<file path="config.mk">
export PLATFORM = sky130hd
export DESIGN_NAME = reaction_game_ctrl
export DESIGN_NICKNAME = d
export VERILOG_FILES = /design/src/rtl/reaction_game_ctrl.sv
export SDC_FILE = /design/constraint.sdc
export NUM_CORES = 1
export LEC_CHECK = 0
export CORE_ASPECT_RATIO = 0.6
export CORE_UTILIZATION = 30
export DETAILED_ROUTE_END_ITERATION = 6
export PLACE_DENSITY = 0.44
export RECOVER_POWER = 100
export SETUP_SLACK_MARGIN = 0.05
export SLEW_MARGIN = 20
export SYNTH_ARGS = -nofsm -noshare
export SYNTH_HDL_FRONTEND = slang
export SYNTH_SLANG_ARGS = --single-unit
</file>
<file path="constraint.sdc">
create_clock -name Clock -period 2.45 [get_ports Clock]
set_input_delay 0.3675 -clock Clock [delete_from_list [all_inputs] [get_ports Clock]]
set_output_delay 0.3675 -clock Clock [all_outputs]
set_load 0.1 [all_outputs]
</file>
<file path="src/rtl/reaction_game_ctrl.sv">
`default_nettype none
// ============================================================================
// Module      : reaction_game_ctrl
// Description : Reaction-time game controller. Runs ROUNDS timed rounds per
//               game with a pseudo-random red phase, measures the reaction
//               time in ticks, flags false starts, saturates on timeout and
//               writes per-round scores plus the game's best score to a
//               register file.
// Revision    : 1.0 - initial release
// ============================================================================
module reaction_game_ctrl #(
    parameter int          SCORE_W   = 13,
    parameter int          ROUNDS    = 4,
    parameter int          ADDR_W    = 3,
    parameter int          DELAY_W   = 16,
    parameter int          MIN_DELAY = 1000,
    parameter logic [15:0] RAND_MASK = 16'h07FF
) (
    input  logic               Clock,
    input  logic               buttonReset,
    input  logic               buttonStart,
    input  logic               buttonHit,
    input  logic               tick,
    output logic               RedLed,
    output logic               ledGreen,
    output logic               falseStart,
    output logic               done,
    output logic               regWrite,
    output logic [ADDR_W-1:0]  WriteAddress,
    output logic [SCORE_W-1:0] WriteData,
    output logic [SCORE_W-1:0] bestScore,
    output logic [ADDR_W-1:0]  roundIndex,
    output logic [2:0]         State
);

    typedef enum logic [2:0] {
        S_IDLE  = 3'b000,
        S_WAIT  = 3'b001,
        S_GO    = 3'b010,
        S_STORE = 3'b011,
        S_FOUL  = 3'b100,
        S_BEST  = 3'b101,
        S_DONE  = 3'b110
    } state_t;

    localparam logic [SCORE_W-1:0] c_SMAX       = {SCORE_W{1'b1}};
    localparam logic [ADDR_W-1:0]  c_LAST_ROUND = ADDR_W'(ROUNDS - 1);
    localparam logic [15:0]        c_LFSR_SEED  = 16'hACE1;

    state_t               r_state;
    logic [15:0]          r_lfsr;
    logic [DELAY_W-1:0]   r_delay;
    logic [SCORE_W-1:0]   r_score;
    logic [SCORE_W-1:0]   r_best;
    logic [ADDR_W-1:0]    r_round;

    logic                 w_lfsr_fb;
    logic [DELAY_W-1:0]   w_load_delay;

    // Taps 16,14,13,11 of a left-shifting Fibonacci LFSR
    assign w_lfsr_fb    = r_lfsr[15] ^ r_lfsr[13] ^ r_lfsr[12] ^ r_lfsr[10];
    // Red-phase length: fixed minimum plus a masked random add-on
    assign w_load_delay = DELAY_W'(MIN_DELAY) + DELAY_W'(r_lfsr & RAND_MASK);

    // Free-running LFSR; advances every cycle so the delay depends on when the player presses
    always_ff @(posedge Clock or negedge buttonReset) begin
        if (!buttonReset) begin
            r_lfsr <= c_LFSR_SEED;
        end else begin
            r_lfsr <= {r_lfsr[14:0], w_lfsr_fb};
        end
    end

    // Game sequencer: state, delay/score counters, round index and running best
    always_ff @(posedge Clock or negedge buttonReset) begin
        if (!buttonReset) begin
            r_state <= S_IDLE;
            r_delay <= '0;
            r_score <= '0;
            r_best  <= c_SMAX;
            r_round <= '0;
        end else begin
            case (r_state)
                S_IDLE, S_DONE: begin
                    if (buttonStart) begin
                        r_round <= '0;
                        r_best  <= c_SMAX;
                        r_delay <= w_load_delay;
                        r_state <= S_WAIT;
                    end
                end
                S_WAIT: begin
                    // A hit always wins over the delay expiring in the same cycle
                    if (buttonHit) begin
                        r_state <= S_FOUL;
                    end else if (r_delay == '0) begin
                        r_score <= '0;
                        r_state <= S_GO;
                    end else if (tick) begin
                        r_delay <= r_delay - 1'b1;
                    end
                end
                S_GO: begin
                    // A hit freezes the score before any same-cycle tick increment
                    if (buttonHit || (r_score == c_SMAX)) begin
                        r_state <= S_STORE;
                    end else if (tick) begin
                        r_score <= r_score + 1'b1;
                    end
                end
                S_FOUL: begin
                    r_score <= c_SMAX;
                    r_state <= S_STORE;
                end
                S_STORE: begin
                    if (r_score < r_best) begin
                        r_best <= r_score;
                    end
                    if (r_round == c_LAST_ROUND) begin
                        r_state <= S_BEST;
                    end else begin
                        r_round <= r_round + 1'b1;
                        r_delay <= w_load_delay;
                        r_state <= S_WAIT;
                    end
                end
                S_BEST: begin
                    r_state <= S_DONE;
                end
                default: begin
                    r_state <= S_IDLE;
                end
            endcase
        end
    end

    // Moore outputs decoded from the registered state and counters
    assign RedLed       = (r_state == S_WAIT);
    assign ledGreen     = (r_state == S_GO);
    assign falseStart   = (r_state == S_FOUL);
    assign done         = (r_state == S_DONE);
    assign regWrite     = (r_state == S_STORE) || (r_state == S_BEST);
    // Address 0 holds the best score, rounds occupy addresses 1..ROUNDS
    assign WriteAddress = (r_state == S_STORE) ? (r_round + 1'b1) : '0;
    assign WriteData    = (r_state == S_STORE) ? r_score :
                          (r_state == S_BEST)  ? r_best  : '0;
    assign bestScore    = r_best;
    assign roundIndex   = r_round;
    assign State        = r_state;

endmodule
`default_nettype wire

</file>
* Word-level counts from Yosys, hierarchy flattened *
Cells that the tools add are included.

operators by class
  add/subtract/negate cells = 4
  $lt $le $gt $ge = 1
  eq/ne operators = 19
  multiplexer cells = 26
  bitwise logic cells = 3
  reductions and logical operators = 13

operators with widths
  operator                                              count
  two-way mux 13 bit                                    8
  two-way mux 16 bit                                    5
  case mux 16 bit (3 select lines)                      1
  case mux 13 bit (3 select lines)                      1
  case mux 13 bit (2 select lines)                      1
  two-way mux 3 bit                                     8
  case mux 3 bit (6 select lines)                       1
  logical NOT 16 bit                                    1
  != test 2 bit (second input constant)                 8
  subtractor 16 x 1 -> 16 bit (second input constant)   1
  adder 13 x 1 -> 13 bit (second input constant)        1
  equality test 13 bit (second input constant)          1
  less-than comparator 13 bit                           1
  adder 10 x 11 -> 12 bit (first input constant)        1
  equality test 3 x 2 -> 1 bit (second input constant)  3
  equality test 3 bit (second input constant)           3
  AND reduction 3 bit                                   3
  case mux 3 bit (2 select lines)                       1
  AND reduction 6 bit                                   1
  nonzero test 3 bit                                    2
  AND reduction 5 bit                                   1
  != test 2 x 1 -> 1 bit (second input constant)        2
  adder 3 x 1 -> 3 bit (second input constant)          1
  equality test 3 x 1 -> 1 bit (second input constant)  1
  other kinds (6)                                       9

storage, ports and cells
  bits in registers = 64
  output and inout bits = 40
  word-level logic and storage cells = 72

* Longest topological paths before layout *
Gate-level depths: netlist of run 1.

  depth after elaboration = 5
  mapped depth = 9

* Worst setup path before layout of run 1 *
Ideal clock, no wire load.

  kind = register to output
  start = register r_state[0] (netlist: State[0])
  end = output WriteData[1]
  arrival time = 3,646 ps
  required time = 2,082 ps
  slack = -1,563 ps
  stages on the path, launching flop included = 5
  path buffers = 2
  cell sequence = dfrtp_1 -> clkbuf_1 -> nand3b_1 -> clkbuf_1 -> o21ai_0

on the way
  longest elaborated chain between the ends = 3

RTL lines
  what                    line  RTL
  start, declared         50    state_t r_state;
  start signal, assigned  77    r_state <= S_IDLE;
  start signal, assigned  89    r_state <= S_WAIT;
  start signal, assigned  95    r_state <= S_FOUL;
  equality test 3 bit     146   (r_state == S_BEST) ? r_best : '0;
  two-way mux 13 bit      146
  two-way mux 13 bit *    145   assign WriteData = (r_state == S_STORE) ? r_score :
  end, declared           30    output logic [SCORE_W-1:0] WriteData,

Mark *: on every way between the ends. The rest lies on a longest branch, timed or not.

* Final worst setup path of run 1 *
  start = register r_state[1] (netlist: State[1])
  end = output WriteData[6]

The elaborated chain is that of the path after synthesis.

==> flow_metrics.tcl, run 1 <==
set metrics [dict create \
    rsz0062_at_grt "true" \
    final_nets 560 \
    die_x_um 155 \
    worstPathRequired_ns 2.08 \
    num_vias 4018 \
    skew_ns 0.00943 \
    synth_area_mm2 0.00421 \
    grt_overflow 0 \
    groute.usage.overall_pct 20.3 \
    fin_crit_ns 2.32 \
    layout.cells.non_filler 735 \
    synth_warnings 0 \
    path_buf_inv 2 \
    cts_sinks 64 \
    fmax_mhz 431 \
    crit_slowest_cell "dfrtp_4" \
    drive_gt1_share_pct 26.0 \
    syn_to_final_growth_pct 31.9 \
    critPathArrivalTime_ns 1.95 \
    fp-row-count 33 \
    ctsRootBufferMaster "clkbuf_16" \
    die-height_um 93.8 \
    grt_pass1_wl_um 22300 \
    drcViolationCount 0 \
    hold_viol_final 0 \
    cp-start-kind "flip-flop" \
    synth_fp_nets 497 \
    cts_tree "yes" \
    final_area_mm2 0.00556 \
    path_class "flip-flop to output pin" \
    drt-wirelength-per-cell_um 19.0 \
    antenna_found_initial 0 \
    dp.cells 713 \
    cts_made_buffers 9 \
    vias_per_cell 5.47 \
    slew_headroom_pct -22.6 \
    drt_wl_total_um 14000 \
    dominantRegCellSynth "dfrtp_1" \
    holdCritPathClass "flip-flop to flip-flop" \
    synth_cell_types 64 \
    finalSetupTns_ns 0 \
    ant_nets 0 \
    slowest_delay_ns 0.55 \
    core_area_mm2 0.0137 \
    fin_util_pct 40.7 \
    die_area_mm2 0.0145 \
    critPathCaptureType "output pin" \
    h-tree-depth 3 \
    drt_iter0_markers 335 \
    grt_max_degree 38 \
    ys_seq_elements 64 \
    violations "max-capacitance violations, max-slew violations" \
    dp_hpwl_um 10300 \
    routabilityCongestion 0.833 \
    setup_violations 0 \
    firstDrtPassIters 4 \
    port_buffers 44 \
    grt_pass1_vias 3791 \
    cpLargestDelayFamily "flip-flops" \
    tightest_slew_ns 1.84 \
    cp_max_fo 14 \
    synth_edf_count 0 \
    clk-insertion-delay-late_ns 0.33 \
    cap_violations 1 \
    async_flop_share_pct 100 \
    status "complete, but fails checks" \
    slew_violations 28 \
    clk_path_buf_depth 2 \
    crit_chain "nor2b_2, and2_1, buf_4, nand2_1, o21ai_4, buf_6" \
    ys_seq_area_share_pct 38.7 \
    path_clk_slew_ns 0.06 \
    fin_crit_sh_pct 94.6 \
    syn_inst 474 \
    avgSynthCellArea_um2 8.89 \
    start_util_pct 30.8 \
    pin_count 45 \
    placed_cell_area_mm2 0.00536 \
]
-- state kept, by name, indices dropped and copies added (netlist names) --
register	cells
r_delay	16
r_lfsr	16
bestScore	13
r_score	13
State	3
roundIndex	3
-- what timing repair did --
| action | in CTS | in global routing |
|---|---|---|
| setup endpoints to repair | 1 | 30 |
| buffers inserted | 0 | 5 |
| hold buffers | 0 | 0 |
| gates resized for setup | 1 | 7 |
-- cells in the mapped netlist, types with 2 or more instances --
cell       number  share of area (%)
and2_1          4               0.59
nand4_1         2               0.30
nor3_1         10                1.2
xnor2_1         8                1.7
nand3_1        10                1.2
a21o_1          2               0.36
o31a_1          3               0.62
and2_0          2               0.30
o211ai_1        7                1.2
nand2b_1        7                1.0
and3_1          4               0.59
or3_4           2               0.53
inv_1          28                2.5
ha_1           18                5.3
o31ai_1        14                2.5
dfrtp_1        43                 26
xor2_1          2               0.42
nor2b_1         6               0.89
a2111oi_0       2               0.42
nand2_1        30                2.7
or3_1          15                2.2
a21oi_1        10                1.2
mux2i_1         4               0.95
nor2_1         33                2.9
or4_1           6                1.1
clkbuf_1       22                2.0
o2bb2ai_1       7                1.5
nor4b_1         2               0.42
mux2_2          3               0.80
buf_2           6               0.71
or2_2           2               0.30
nor4_1          5               0.74
o21ai_1         2               0.24
nand4b_1        2               0.42
nor3b_1         3               0.53
o21ai_0        41                4.9
a21boi_1        2               0.36
a22o_1         10                2.1
a31oi_1         6               0.89
o21a_1          2               0.36
a211o_1         3               0.62
a211oi_1       34                6.1
and4_1          2               0.42
dfstp_2        21                 13
o22ai_1         8                1.2
-- worst paths after layout --
| kind | start | to | slack [ns] | cells after the start |
|---|---|---|---|---|
| setup / recovery | State[1] | WriteData[6] | 0.13 | 6 |
| hold / removal | r_lfsr[14] | r_lfsr[15] | 0.36 | 0 |
| setup reg to reg | bestScore[8] | bestScore[1] | 0.16 | 7 |
| hold reg to reg | r_lfsr[14] | r_lfsr[15] | 0.36 | 0 |
| max in group asynchronous | buttonReset | State[0] | 0.61 | 1 |
| min in group asynchronous | buttonReset | State[2] | 0.54 | 1 |
-- cell type report --
type / instances / area, um^2
Fill cell: 1415 / 8110
Clock inverter: 7 / 96.3
Multi-Input combinational cell: 351 / 2500
Antenna cell: 1 / 2.50
Timing Repair Buffer: 82 / 726
Clock buffer: 9 / 225
Tap cell: 192 / 240
Sequential cell: 64 / 1660
Inverter: 29 / 113
-- cell families (layout without fill, tap and decap cells) --
group           count (synthesis)  in the layout  synth area share (%)
compound gates                162            162                  26.7
simple gates                  153            153                  19.6
flops                          64             64                  38.7
buf+inv                        59            127                  5.61
fa+ha+maj                      18             18                  5.35
xor+xnor                       10             10                  2.08
mux                             8              8                  2.02
other cells                     0              1                     0
-- metal layers --
metal	part of all wire, %	global-route usage [%]	vias to the layer above
met5	0	0	-
met4	0.49	3.47	0
met3	5.6	4.61	6
met2	36	24.3	145
met1	58	34.5	1961
li1	-	-	1906
-- per-stage QoR --
step                setup WS, ns  hold slack (ns)
detailed placement        0.0947            0.345
global route              0.0279            0.376
global placement           0.106            0.337
floorplan                 0.0553           0.0719
CTS                       0.0612            0.128
finish                     0.132            0.356
-- cell usage in the layout (no fill, tap or decap), types with 10 or more instances in the layout --
cell type,instances
ha_1,18
nor3_1,10
or3_1,15
o31ai_1,14
dfstp_2,10
buf_12,12
a211oi_1,33
clkbuf_2,19
inv_1,27
nor2_1,32
nand2_1,30
nand3_1,10
dfrtp_1,38
o21ai_0,33
buf_4,32
a21oi_1,10
Power of run 1 is not shown: default switching activity piles up to over one toggle a cycle in this logic, so the estimate is an artifact.
==> run 2: changes to the inputs <==
--- a/config.mk
+++ b/config.mk
@@ -8,7 +8,6 @@
 export CORE_ASPECT_RATIO = 0.6
 export CORE_UTILIZATION = 30
 export DETAILED_ROUTE_END_ITERATION = 6
-export PLACE_DENSITY = 0.44
 export RECOVER_POWER = 100
 export SETUP_SLACK_MARGIN = 0.05
 export SLEW_MARGIN = 20
==> flow_metrics.tcl, run 2 (same netlist as run 1, synthesis figures left out) <==
set metrics [dict create \
    groute.usage.overall_pct 19.1 \
    routabilityCongestion 0.874 \
    start_util_pct 30.8 \
    vias_per_cell 5.57 \
    grt_pass1_vias 3700 \
    critPathArrivalTime_ns 1.99 \
    grt_max_degree 35 \
    fmax_mhz 423 \
    dp_hpwl_um 9970 \
    reg2reg_from "bestScore[8]" \
    syn_to_final_growth_pct 33.6 \
    worstPathRequired_ns 2.08 \
    min_path_cells 0 \
    drt-wirelength-per-cell_um 18.2 \
    drive_gt1_share_pct 25.7 \
    cpLargestDelayFamily "simple AND/OR/NAND/NOR gates" \
    num_vias 4083 \
    clk-insertion-delay-late_ns 0.34 \
    timing.rr.end "bestScore[6]" \
    cts_made_buffers 9 \
    min-delay-start "r_lfsr[14]" \
    ctsRootBufferMaster "clkbuf_16" \
    rr_worst_depth 6 \
    antenna_found_initial 0 \
    grt_overflow 0 \
    final_nets 559 \
    layout_common_cells "37 x dfrtp_1, 34 x a211oi_1, 33 x buf_4" \
    clk_path_buf_depth 2 \
    firstDrtPassIters 5 \
    cap_violations 1 \
    hold_ws_ns 0.365 \
    violations "max-capacitance violations, max-slew violations" \
    crit_slowest_cell "dfrtp_4" \
    crit_chain "nor2b_1, and2_1, buf_4, nand2_1, o21ai_4, buf_12" \
    fin_crit_sh_pct 96.4 \
    hold_viol_final 0 \
    cp_max_fo 14 \
    drt_iter0_markers 332 \
    drt_wl_total_um 13400 \
    fillers 1355 \
    rsz0062_at_grt "true" \
    skew_ns 0.0159 \
    pin_count 45 \
    slowest_delay_ns 0.55 \
    diodes 0 \
    path_buf_inv 2 \
    path_class "flip-flop to output pin" \
    die-height_um 93.8 \
    fin_crit_ns 2.36 \
    seqCellArea_mm2 0.00166 \
    tightest_slew_ns 1.94 \
    slew_headroom_pct -29.7 \
    core_area_mm2 0.0137 \
    drcViolationCount 0 \
    holdCritPathClass "flip-flop to flip-flop" \
    layout_commonest_cell "dfrtp_1" \
    h-tree-depth 3 \
    cts_sinks 64 \
    reg_top3 "r_delay (16), r_lfsr (16)" \
    status "complete, but fails checks" \
    cts_hold_buf 0 \
    whs_endpoint "r_lfsr[15]" \
    cp-start-kind "flip-flop" \
    setup_violations 0 \
    die_area_mm2 0.0145 \
    multi_input_area_mm2 0.00250 \
    critPathCaptureType "output pin" \
    path_clk_slew_ns 0.06 \
    worst-r2r-setup-slack_ns 0.14 \
    grt_pass1_wl_um 21000 \
    cts_tree "yes" \
    ant_nets 0 \
    port_buffers 44 \
    die_x_um 155 \
    slew_violations 35 \
    fp-row-count 33 \
]
[run 2: cell count changes in the layout (fill, tap and decap cells not counted), sizes merged]
cell / before / now
inv: 28 / 29
bufinv: 2 / 1
diode: 1 / 0
o211a: 1 / 2
clkinv: 5 / 2
buf: 52 / 54
clkbuf: 36 / 35
[run 2: worst max-delay path by stage]
| stage | depth (start not counted) | slack [ns] | startpoint | end |
|---|---|---|---|---|
| 6_report | 6 | 0.09 | State[1] | WriteData[1] |
| 3_5_place_dp | 6 | 0.08 | r_delay[8] | r_score[6] |
| 3_3_place_gp | 6 | 0.14 | r_delay[6] | r_score[6] |
| 4_1_cts | 6 | 0.06 | r_delay[8] | r_score[6] |
| 5_1_grt | 6 | -0.005 | State[1] | WriteData[1] |
| 2_1_floorplan | 7 | 0.06 | bestScore[8] | bestScore[10] |
[run 2: cell type report]
cell class              count  share of cell area, %
multi-input cells         352                   44.4
flip-flops and latches     64                   29.5
clock inverters             4                  0.912
inverters                  29                   1.94
clock buffers              12                   4.58
well taps                 192                   4.27
repair buffers             80                   14.4
[run 2: timing repair]
| item | CTS | global route |
|---|---|---|
| gates resized for setup | 0 | 7 |
| setup endpoints to repair | 0 | 29 |
| endpoints found under the hold margin | 0 | 0 |
| setup buffers | 0 | 3 |
[run 2: metal layers]
metal	track usage, %	share of wire (%)	wire length (um)	up-vias
met1	30.6	51	6870	1983
li1	-	-	-	1910
met2	24.4	39	5160	176
met5	0	0	0	-
met4	4.13	0.99	132	0
met3	4.80	8.9	1180	14
[run 2: per-stage QoR]
step                setup TNS, ns  setup WS, ns  area, um^2  std cells  utilization [%]
global placement                0         0.142        5360        713             39.2
CTS                             0        0.0577        5670        729             41.5
finish                          0        0.0884        5630        733             41.2
floorplan                       0        0.0553        4400        474                -
detailed placement              0        0.0813        5360        713             39.2
global route             -0.00546      -0.00546        5630        733             41.2
Power of run 2 is left out for the same reason.
